<file path="src/rtl/pr_softreg_ctrl.sv">
// SoftReg control stage for the PageRank core: latches graph parameters, launches
// the core, ping-pongs the prefix-sum buffers and serves the blocking DONE_ALL read.
module pr_softreg_ctrl #(
  parameter logic [31:0] A_N_VERT           = 32'd0,
  parameter logic [31:0] A_N_INEDGES        = 32'd8,
  parameter logic [31:0] A_VADDR            = 32'd16,
  parameter logic [31:0] A_IEADDR           = 32'd24,
  parameter logic [31:0] A_WRITE_ADDR0      = 32'd32,
  parameter logic [31:0] A_WRITE_ADDR1      = 32'd40,
  parameter logic [31:0] A_DONE_READ_PARAMS = 32'd48,
  parameter logic [31:0] A_DONE_ALL         = 32'd56
) (
  input  logic        clk,
  input  logic        rst,
  input  logic        softreg_req_valid,
  input  logic        softreg_req_isWrite,
  input  logic [31:0] softreg_req_addr,
  input  logic [63:0] softreg_req_data,
  output logic        softreg_resp_valid,
  output logic [63:0] softreg_resp_data,
  output logic [63:0] n_vert,
  output logic [63:0] n_inedges,
  output logic [63:0] vaddr,
  output logic [63:0] ieaddr,
  output logic [63:0] wr_base,
  output logic [63:0] rd_base,
  output logic        start,
  output logic        busy,
  input  logic        iter_done,
  input  logic        core_done,
  input  logic [63:0] result,
  output logic [31:0] iter_count
);

  typedef enum logic [1:0] {IDLE, RUN, DONE} state_t;

  state_t      state_q, state_d;
  logic [63:0] n_vert_q, n_vert_d, n_inedges_q, n_inedges_d;
  logic [63:0] vaddr_q, vaddr_d, ieaddr_q, ieaddr_d;
  logic [63:0] wa0_q, wa0_d, wa1_q, wa1_d, res_q, res_d;
  logic        sel_q, sel_d, done_q, done_d, pend_q, pend_d, start_q, start_d;
  logic [31:0] iter_q, iter_d;
  logic        resp_valid_q, resp_valid_d, defer_valid_q, defer_valid_d;
  logic [63:0] resp_data_q, resp_data_d, defer_data_q, defer_data_d;

  logic        is_wr, is_rd, core_fin, pend_fire, cfg_hit, new_rd;
  logic [63:0] new_data;

  assign is_wr     = softreg_req_valid && softreg_req_isWrite;
  assign is_rd     = softreg_req_valid && !softreg_req_isWrite;
  assign core_fin  = (state_q == RUN) && core_done;
  assign pend_fire = pend_q && core_fin;

  always_comb begin
    state_d       = state_q;
    n_vert_d      = n_vert_q;
    n_inedges_d   = n_inedges_q;
    vaddr_d       = vaddr_q;
    ieaddr_d      = ieaddr_q;
    wa0_d         = wa0_q;
    wa1_d         = wa1_q;
    res_d         = res_q;
    sel_d         = sel_q;
    done_d        = done_q;
    pend_d        = pend_q;
    iter_d        = iter_q;
    start_d       = 1'b0;
    resp_valid_d  = 1'b0;
    resp_data_d   = '0;
    defer_valid_d = 1'b0;
    defer_data_d  = '0;
    cfg_hit       = 1'b0;
    new_rd        = 1'b0;
    new_data      = '0;

    // Parameters are only writable outside RUN; a config write also leaves DONE.
    if (is_wr && state_q != RUN) begin
      cfg_hit = 1'b1;
      case (softreg_req_addr)
        A_N_VERT:      n_vert_d    = softreg_req_data;
        A_N_INEDGES:   n_inedges_d = softreg_req_data;
        A_VADDR:       vaddr_d     = softreg_req_data;
        A_IEADDR:      ieaddr_d    = softreg_req_data;
        A_WRITE_ADDR0: wa0_d       = softreg_req_data;
        A_WRITE_ADDR1: wa1_d       = softreg_req_data;
        default:       cfg_hit     = 1'b0;
      endcase
      if (cfg_hit) begin
        state_d = IDLE;
        done_d  = 1'b0;
      end else if (softreg_req_addr == A_DONE_READ_PARAMS && n_vert_q != 64'd0) begin
        state_d = RUN;
        start_d = 1'b1;
        sel_d   = 1'b0;
        iter_d  = '0;
        done_d  = 1'b0;
      end
    end

    if (state_q == RUN) begin
      if (iter_done) begin
        sel_d = ~sel_q;
        if (iter_q != 32'hFFFF_FFFF) iter_d = iter_q + 32'd1;
      end
      if (core_done) begin
        res_d   = result;
        done_d  = 1'b1;
        state_d = DONE;
      end
    end

    if (is_rd) begin
      new_rd = 1'b1;
      case (softreg_req_addr)
        A_N_VERT:      new_data = n_vert_q;
        A_N_INEDGES:   new_data = n_inedges_q;
        A_VADDR:       new_data = vaddr_q;
        A_IEADDR:      new_data = ieaddr_q;
        A_WRITE_ADDR0: new_data = wa0_q;
        A_WRITE_ADDR1: new_data = wa1_q;
        A_DONE_ALL: begin
          new_rd = 1'b0;
          if (!pend_q) begin
            if (done_q) begin
              new_rd   = 1'b1;
              new_data = res_q;
            end else if (core_fin) begin
              new_rd   = 1'b1;
              new_data = result;
            end else begin
              pend_d = 1'b1;
            end
          end
        end
        default:       new_data = '0;
      endcase
    end
    if (pend_fire) pend_d = 1'b0;

    // Completing DONE_ALL wins the response slot, then any deferred reply, then a new read.
    if (pend_fire) begin
      resp_valid_d  = 1'b1;
      resp_data_d   = result;
      defer_valid_d = new_rd;
      defer_data_d  = new_data;
    end else if (defer_valid_q) begin
      resp_valid_d  = 1'b1;
      resp_data_d   = defer_data_q;
      defer_valid_d = new_rd;
      defer_data_d  = new_data;
    end else if (new_rd) begin
      resp_valid_d  = 1'b1;
      resp_data_d   = new_data;
    end
  end

  always_ff @(posedge clk) begin
    if (rst) begin
      state_q       <= IDLE;
      n_vert_q      <= '0;
      n_inedges_q   <= '0;
      vaddr_q       <= '0;
      ieaddr_q      <= '0;
      wa0_q         <= '0;
      wa1_q         <= '0;
      res_q         <= '0;
      sel_q         <= 1'b0;
      done_q        <= 1'b0;
      pend_q        <= 1'b0;
      iter_q        <= '0;
      start_q       <= 1'b0;
      resp_valid_q  <= 1'b0;
      resp_data_q   <= '0;
      defer_valid_q <= 1'b0;
      defer_data_q  <= '0;
    end else begin
      state_q       <= state_d;
      n_vert_q      <= n_vert_d;
      n_inedges_q   <= n_inedges_d;
      vaddr_q       <= vaddr_d;
      ieaddr_q      <= ieaddr_d;
      wa0_q         <= wa0_d;
      wa1_q         <= wa1_d;
      res_q         <= res_d;
      sel_q         <= sel_d;
      done_q        <= done_d;
      pend_q        <= pend_d;
      iter_q        <= iter_d;
      start_q       <= start_d;
      resp_valid_q  <= resp_valid_d;
      resp_data_q   <= resp_data_d;
      defer_valid_q <= defer_valid_d;
      defer_data_q  <= defer_data_d;
    end
  end

  assign softreg_resp_valid = resp_valid_q;
  assign softreg_resp_data  = resp_data_q;
  assign n_vert             = n_vert_q;
  assign n_inedges          = n_inedges_q;
  assign vaddr              = vaddr_q;
  assign ieaddr             = ieaddr_q;
  assign wr_base            = sel_q ? wa1_q : wa0_q;
  assign rd_base            = sel_q ? wa0_q : wa1_q;
  assign start              = start_q;
  assign busy               = (state_q == RUN);
  assign iter_count         = iter_q;

endmodule

</file>
<file path="config.mk">
export PLATFORM = sky130hd
export DESIGN_NAME = pr_softreg_ctrl
export DESIGN_NICKNAME = d
export VERILOG_FILES = /design/src/rtl/pr_softreg_ctrl.sv
export SDC_FILE = /design/constraint.sdc
export NUM_CORES = 2
export LEC_CHECK = 0
export CAP_MARGIN = 20
export CELL_PAD_IN_SITES_DETAIL_PLACEMENT = 1
export CELL_PAD_IN_SITES_GLOBAL_PLACEMENT = 1
export CORE_ASPECT_RATIO = 0.9
export CORE_MARGIN = 1
export CORE_UTILIZATION = 39
export CTS_CLUSTER_DIAMETER = 120
export CTS_CLUSTER_SIZE = 14
export DETAILED_ROUTE_END_ITERATION = 7
export PLACE_DENSITY = 0.9
export SETUP_SLACK_MARGIN = 0.3
export SYNTH_ARGS = -nofsm -noshare
export SYNTH_HDL_FRONTEND = slang
export SYNTH_SLANG_ARGS = --single-unit
</file>
<file path="constraint.sdc">
create_clock -name clk -period 4.45 [get_ports clk]
set_input_delay 0.445 -clock clk [delete_from_list [all_inputs] [get_ports clk]]
set_output_delay 0.445 -clock clk [all_outputs]
set_load 0.01 [all_outputs]
</file>
=== Word-level counts from Yosys, hierarchy flattened ===
Index checks and enable logic that the tools add are counted.

* Register bits after elaboration: 616
* Output and inout bits: 483
* Bits of input ports: 166

* Add/sub/neg operators: 1
* Bitwise logic cells: 2
* Reductions and logical operators: 20
* Equal/unequal tests: 10
* Multiplexer cells: 49

{| class="wikitable"
|+ Operator list
! kind !! count
|-
| $mux 64 || 11
|-
| $pmux 64 s7 || 1
|-
| $mux 32 || 6
|-
| $eq 32x6->1 const B || 4
|-
| $eq 32x5->1 const B || 2
|-
| $reduce_bool 64->1 || 1
|-
| $add 32x1->32 const B || 1
|-
| $eq 32x4->1 const B || 1
|-
| $logic_not 32->1 || 1
|-
| $ne 32x32->1 const B || 1
|-
| $mux 1 || 26
|-
| $reduce_and 2->1 || 8
|-
| $mux 2 || 5
|-
| $logic_and 1x1->1 || 6
|-
| $reduce_or 6->1 || 1
|-
| $reduce_or 3->1 || 1
|-
| $eq 2x1->1 const B || 1
|-
| $ne 2x1->1 const B || 1
|-
| $not 1->1 || 2
|-
| $reduce_or 2->1 || 1
|-
| $logic_not 1->1 || 1
|}

=== Longest topological paths before layout ===
* Depth after elaboration: 10
* Mapped depth: 10
* Mapped depth without buffers: 7

=== Worst setup path after synthesis ===
Ideal clock, no wire load.

* Path kind: input-to-reg
* From: in softreg_req_addr[6]
* To: reg wa1_q[10]
* Setup time: 132 ps
* Required time: 4,318 ps
* Data arrival time: 2,155 ps
* Stages: 8
* Path buffers: 4
* Slack: 2,163 ps
* Cell sequence: clkbuf_1 nor4b_1 clkbuf_1 clkbuf_1 nand3_1 clkbuf_1 nand2_1 a21oi_1

* Longest elaborated chain between the ends: 2

{| class="wikitable"
|+ RTL lines
! item !! line !! text
|-
| from (decl) || 17 || <nowiki>input logic [31:0] softreg_req_addr,</nowiki>
|-
| $eq 32x6->1 || 79 || <nowiki>case (softreg_req_addr)</nowiki>
|-
| $reduce_and 2->1 (no line) || n/a ||
|-
| to (signal assigned) || 183 || <nowiki>wa1_q <= wa1_d;</nowiki>
|-
| to (decl) || 40 || <nowiki>logic [63:0] wa0_q, wa0_d, wa1_q, wa1_d, res_q, res_d;</nowiki>
|}

Every way passes these cells.
A chain may end at the register's enable or synchronous reset.

=== Final worst setup path ===
* From: reg n_vert_q[0], in the netlist n_vert[0]
* To: reg iter_q[22], in the netlist iter_count[22]

* Longest elaborated chain between the ends: 8

{| class="wikitable"
|+ RTL lines
! item !! line !! text
|-
| from (decl) || 38 || <nowiki>logic [63:0] n_vert_q, n_vert_d, n_inedges_q, n_inedges_d;</nowiki>
|-
| from (signal assigned) || 178 || <nowiki>n_vert_q <= n_vert_d;</nowiki>
|-
| $reduce_bool 64->1 * || 91 || <nowiki>end else if (softreg_req_addr == A_DONE_READ_PARAMS && n_vert_q != 64'd0) begin</nowiki>
|-
| $logic_and 1x1->1 * || 91 ||
|-
| $mux 32 * || 91 ||
|-
| $mux 32 * || 88 || <nowiki>if (cfg_hit) begin</nowiki>
|-
| $mux 32 * || 77 || <nowiki>if (is_wr && state_q != RUN) begin</nowiki>
|-
| $mux 32 || 103 || <nowiki>if (iter_q != 32'hFFFF_FFFF) iter_d = iter_q + 32'd1;</nowiki>
|-
| $mux 32 || 101 || <nowiki>if (iter_done) begin</nowiki>
|-
| $mux 32 * || 100 || <nowiki>if (state_q == RUN) begin</nowiki>
|-
| to (signal assigned) || 188 || <nowiki>iter_q <= iter_d;</nowiki>
|-
| to (decl) || 42 || <nowiki>logic [31:0] iter_q, iter_d;</nowiki>
|}

Mark *: on every way between the ends. The rest lies on a longest branch, timed or not.

==> flow_summary.ini <==
[pwr]
p_per_area_mw_per_mm2 = 278
combPwrFrac_pct = 4.2
pwr-share-seq_pct = 54.9
p_int_w = 0.00769
switching_share_pct = 23.4
power_w = 0.0100
ir_drop_v = 0.000253
power_frac_clock_pct = 41.0
power.leakage_nw = 11.4
p_sw_w = 0.00235

[floorplan]
fp.dieH_um = 253
num_rows = 91
die_w_um = 281
initial_core_util_pct = 39.7
core_mm2 = 0.0690
die_area_mm2 = 0.0713
ios = 649

[sta]
fin_tns_setup_ns = 0
hold_viol = 0
fmax_ghz = 0.290
period_needed_ns = 3.45
fin_skew_ns = 0.0202
drv_slew = 0
fin_crit_sh_pct = 77.5
setup_viol = 0
tightest_slew_ns = 1.02
slew_headroom_pct = 32.1
rsz0062_at_grt = no
setup_ws_ns = 1.00

[clocking]
cts-root-buf = clkbuf_16
tritoncts = done
clk_pin_slew_ns = 0.08
htreeDepth = 2
post_cts_buffers = 0
cts_max_path_buffers = 3
clkSinkCount = 616
hold_buffers = 0
clk_latency_ns = 0.61
cts_made_buffers = 49
postCtsResizedCells = 0

[place]
port_buffers = 648
place_area_mm2 = 0.0348
routabilityCongestion = 0.990
dp_worst_setup_slack_ns = 0.860
dp_hpwl_mm = 93.8

[drt]
vias = 30450
drt_iter0_markers = 3344
viasPerCell = 6.16
wl_per_cell_um = 27.6
wl_mm = 136
dr.pass1.iters = 8
drcViolationCount = 9
postRouteAntennaNets = 0

[yosys]
ys_seq_area_share_pct = 45.0
yosysTopAreaCellShare_pct = 45.0
synth_edf_count = 0
synth_flop_cell = dfxtp_1
synth_nets = 3680
synth-seq-cells = 616
async_flop_share_pct = 0
synthesis.area_mm2 = 0.0274
netlist_top_cells_area = dfxtp_1 45%, nand2_1 14%, a21oi_1 10%
syn_inst = 3513
synth_cell_types = 59
yosys_warnings = 0
yosysTopAreaCell = dfxtp_1
synth_area_per_cell_um2 = 7.79

[worst_setup_path]
cp-startpoint = n_vert[0]
crit_required_ns = 5.00
path_max_fanout = 22
startpoint_type = flop
criticalPathCategory = flop to flop
r2r_slack_ns = 1.00
critPathArrivalTime_ns = 3.99
r2r_start = n_vert[0]
end_kind = flop

[global_routing]
globalRouteMet2Util_pct = 56.5
grt_use_met1_pct = 47.3
overflow = 0
top_usage_layer = met2
grt_pass1_wl_mm = 197
grt_max_degree = 189
grt_use_total_pct = 36.8
grtUsageMet3_pct = 9.89
grt_pass1_vias = 29967
antenna_found_initial = 23

[min_path]
holdCritStartpoint = rst
hold_class = input pin to flop

[layout]
area_growth_pct = 32.0
drive_gt1_share_pct = 7.33
final_nets = 4159
final_area_mm2 = 0.0361

[run_status]
status = finished, violations left
violations = DRC

[run]
drv_cap = 0
[final cells by class]
type,instances,area (µm²)
sequential,616,12300
antenna,16,40.0
fill,8292,32900
tap,930,1160
clock buffer,53,1280
timing repair buffer,721,7250
clock inverter,1,8.76
multi-input combinational,2596,14000
inverter,8,30.0
[placed cells by master (no fill, tap or decap), types with 6 or more instances in the layout]
cell type / count
nor3_1: 17
mux2_2: 128
o2bb2ai_1: 21
a211o_1: 9
clkdlybuf4s50_1: 647
a22oi_1: 65
a222oi_1: 43
and2_1: 26
a21o_1: 7
o21ai_1: 39
a21oi_1: 563
nor2b_1: 19
clkbuf_16: 51
nor4_1: 28
nor3_4: 6
a32o_1: 42
inv_1: 8
nand3_1: 27
o311ai_0: 21
a22o_1: 27
diode_2: 16
and3_1: 35
nand4_1: 17
o22a_1: 42
nand2_1: 1003
buf_4: 56
buf_12: 17
nor2_1: 210
a211oi_1: 43
o21ai_0: 82
dfxtp_1: 613
[per-layer routing]
metal	wire, µm	share of wire, %
met1	53700	39
met2	60500	44
met3	15100	11
met4	7180	5.3
met5	49	0.036
[final timing paths]
check                                     endpoint  cells after the start
worst max-delay path                iter_count[22]                      8
worst min-delay path            softreg_resp_valid                      2
worst max register to register      iter_count[22]                      8
worst min register to register           res_q[25]                      2
[cell usage after synthesis (42+ instances only)]
cell type / instances
a211oi_1: 43
a22oi_1: 65
clkbuf_1: 230
o22a_1: 42
nand2_1: 1007
nor2_1: 213
a32o_1: 42
a21oi_1: 563
o21ai_0: 82
a222oi_1: 43
dfxtp_1: 616
mux2_2: 128
[flip-flops by register name (all words and copies together), names as in the netlist]
signal,cells
defer_data_q,64
defer_valid_q,1
done_q,1
ieaddr,64
iter_count,32
n_inedges,64
n_vert,64
pend_q,1
res_q,64
sel_q,1
softreg_resp_data,64
softreg_resp_valid,1
start,1
state_q,2
vaddr,64
wa0_q,64
wa1_q,64
[worst max-delay path, stage by stage, from the launching register on]
cell and delay (ns):
dfxtp_1 0.42, nor4_1 0.53, buf_4 0.21, nand4_1 0.14, or4_1 0.71, nand3_1 0.15
buf_4 0.19, and2_1 0.76, a221o_1 0.27
[cells by family (layout without fill, tap and decap cells)]
family,count (synthesis),in the layout,synth area share (%)
other cells,0,16,0
mux,128,128,5.26
buf+inv,301,783,4.39
xor+xnor,5,5,0.160
simple gates,1438,1438,21.8
flops,616,616,45.0
compound gates,1024,1024,23.3
fa+ha+maj,1,1,0.0457
[metrics by stage]
stage	utilization [%]	hold slack [ns]	std cells
2_1_floorplan	-	0.432	3513
3_3_place_gp	50.5	0.439	4871
3_5_place_dp	50.5	0.449	4871
4_1_cts	52.3	0.342	4925
5_1_grt	52.4	0.366	4938
6_report	52.4	0.370	4941
[power groups by stage]
stage / clock network [W] / logic, W / registers [W]
3_3_place_gp: 0 / 0.000405 / 0.00563
4_1_cts: 0.00412 / 0.000408 / 0.00551
2_1_floorplan: 0 / 0.000118 / 0.00564
5_1_grt: 0.00432 / 0.000431 / 0.00550
6_report: 0.00411 / 0.000417 / 0.00551
3_5_place_dp: 0 / 0.000406 / 0.00563
Note: power is estimated with default switching activity, not from simulation.
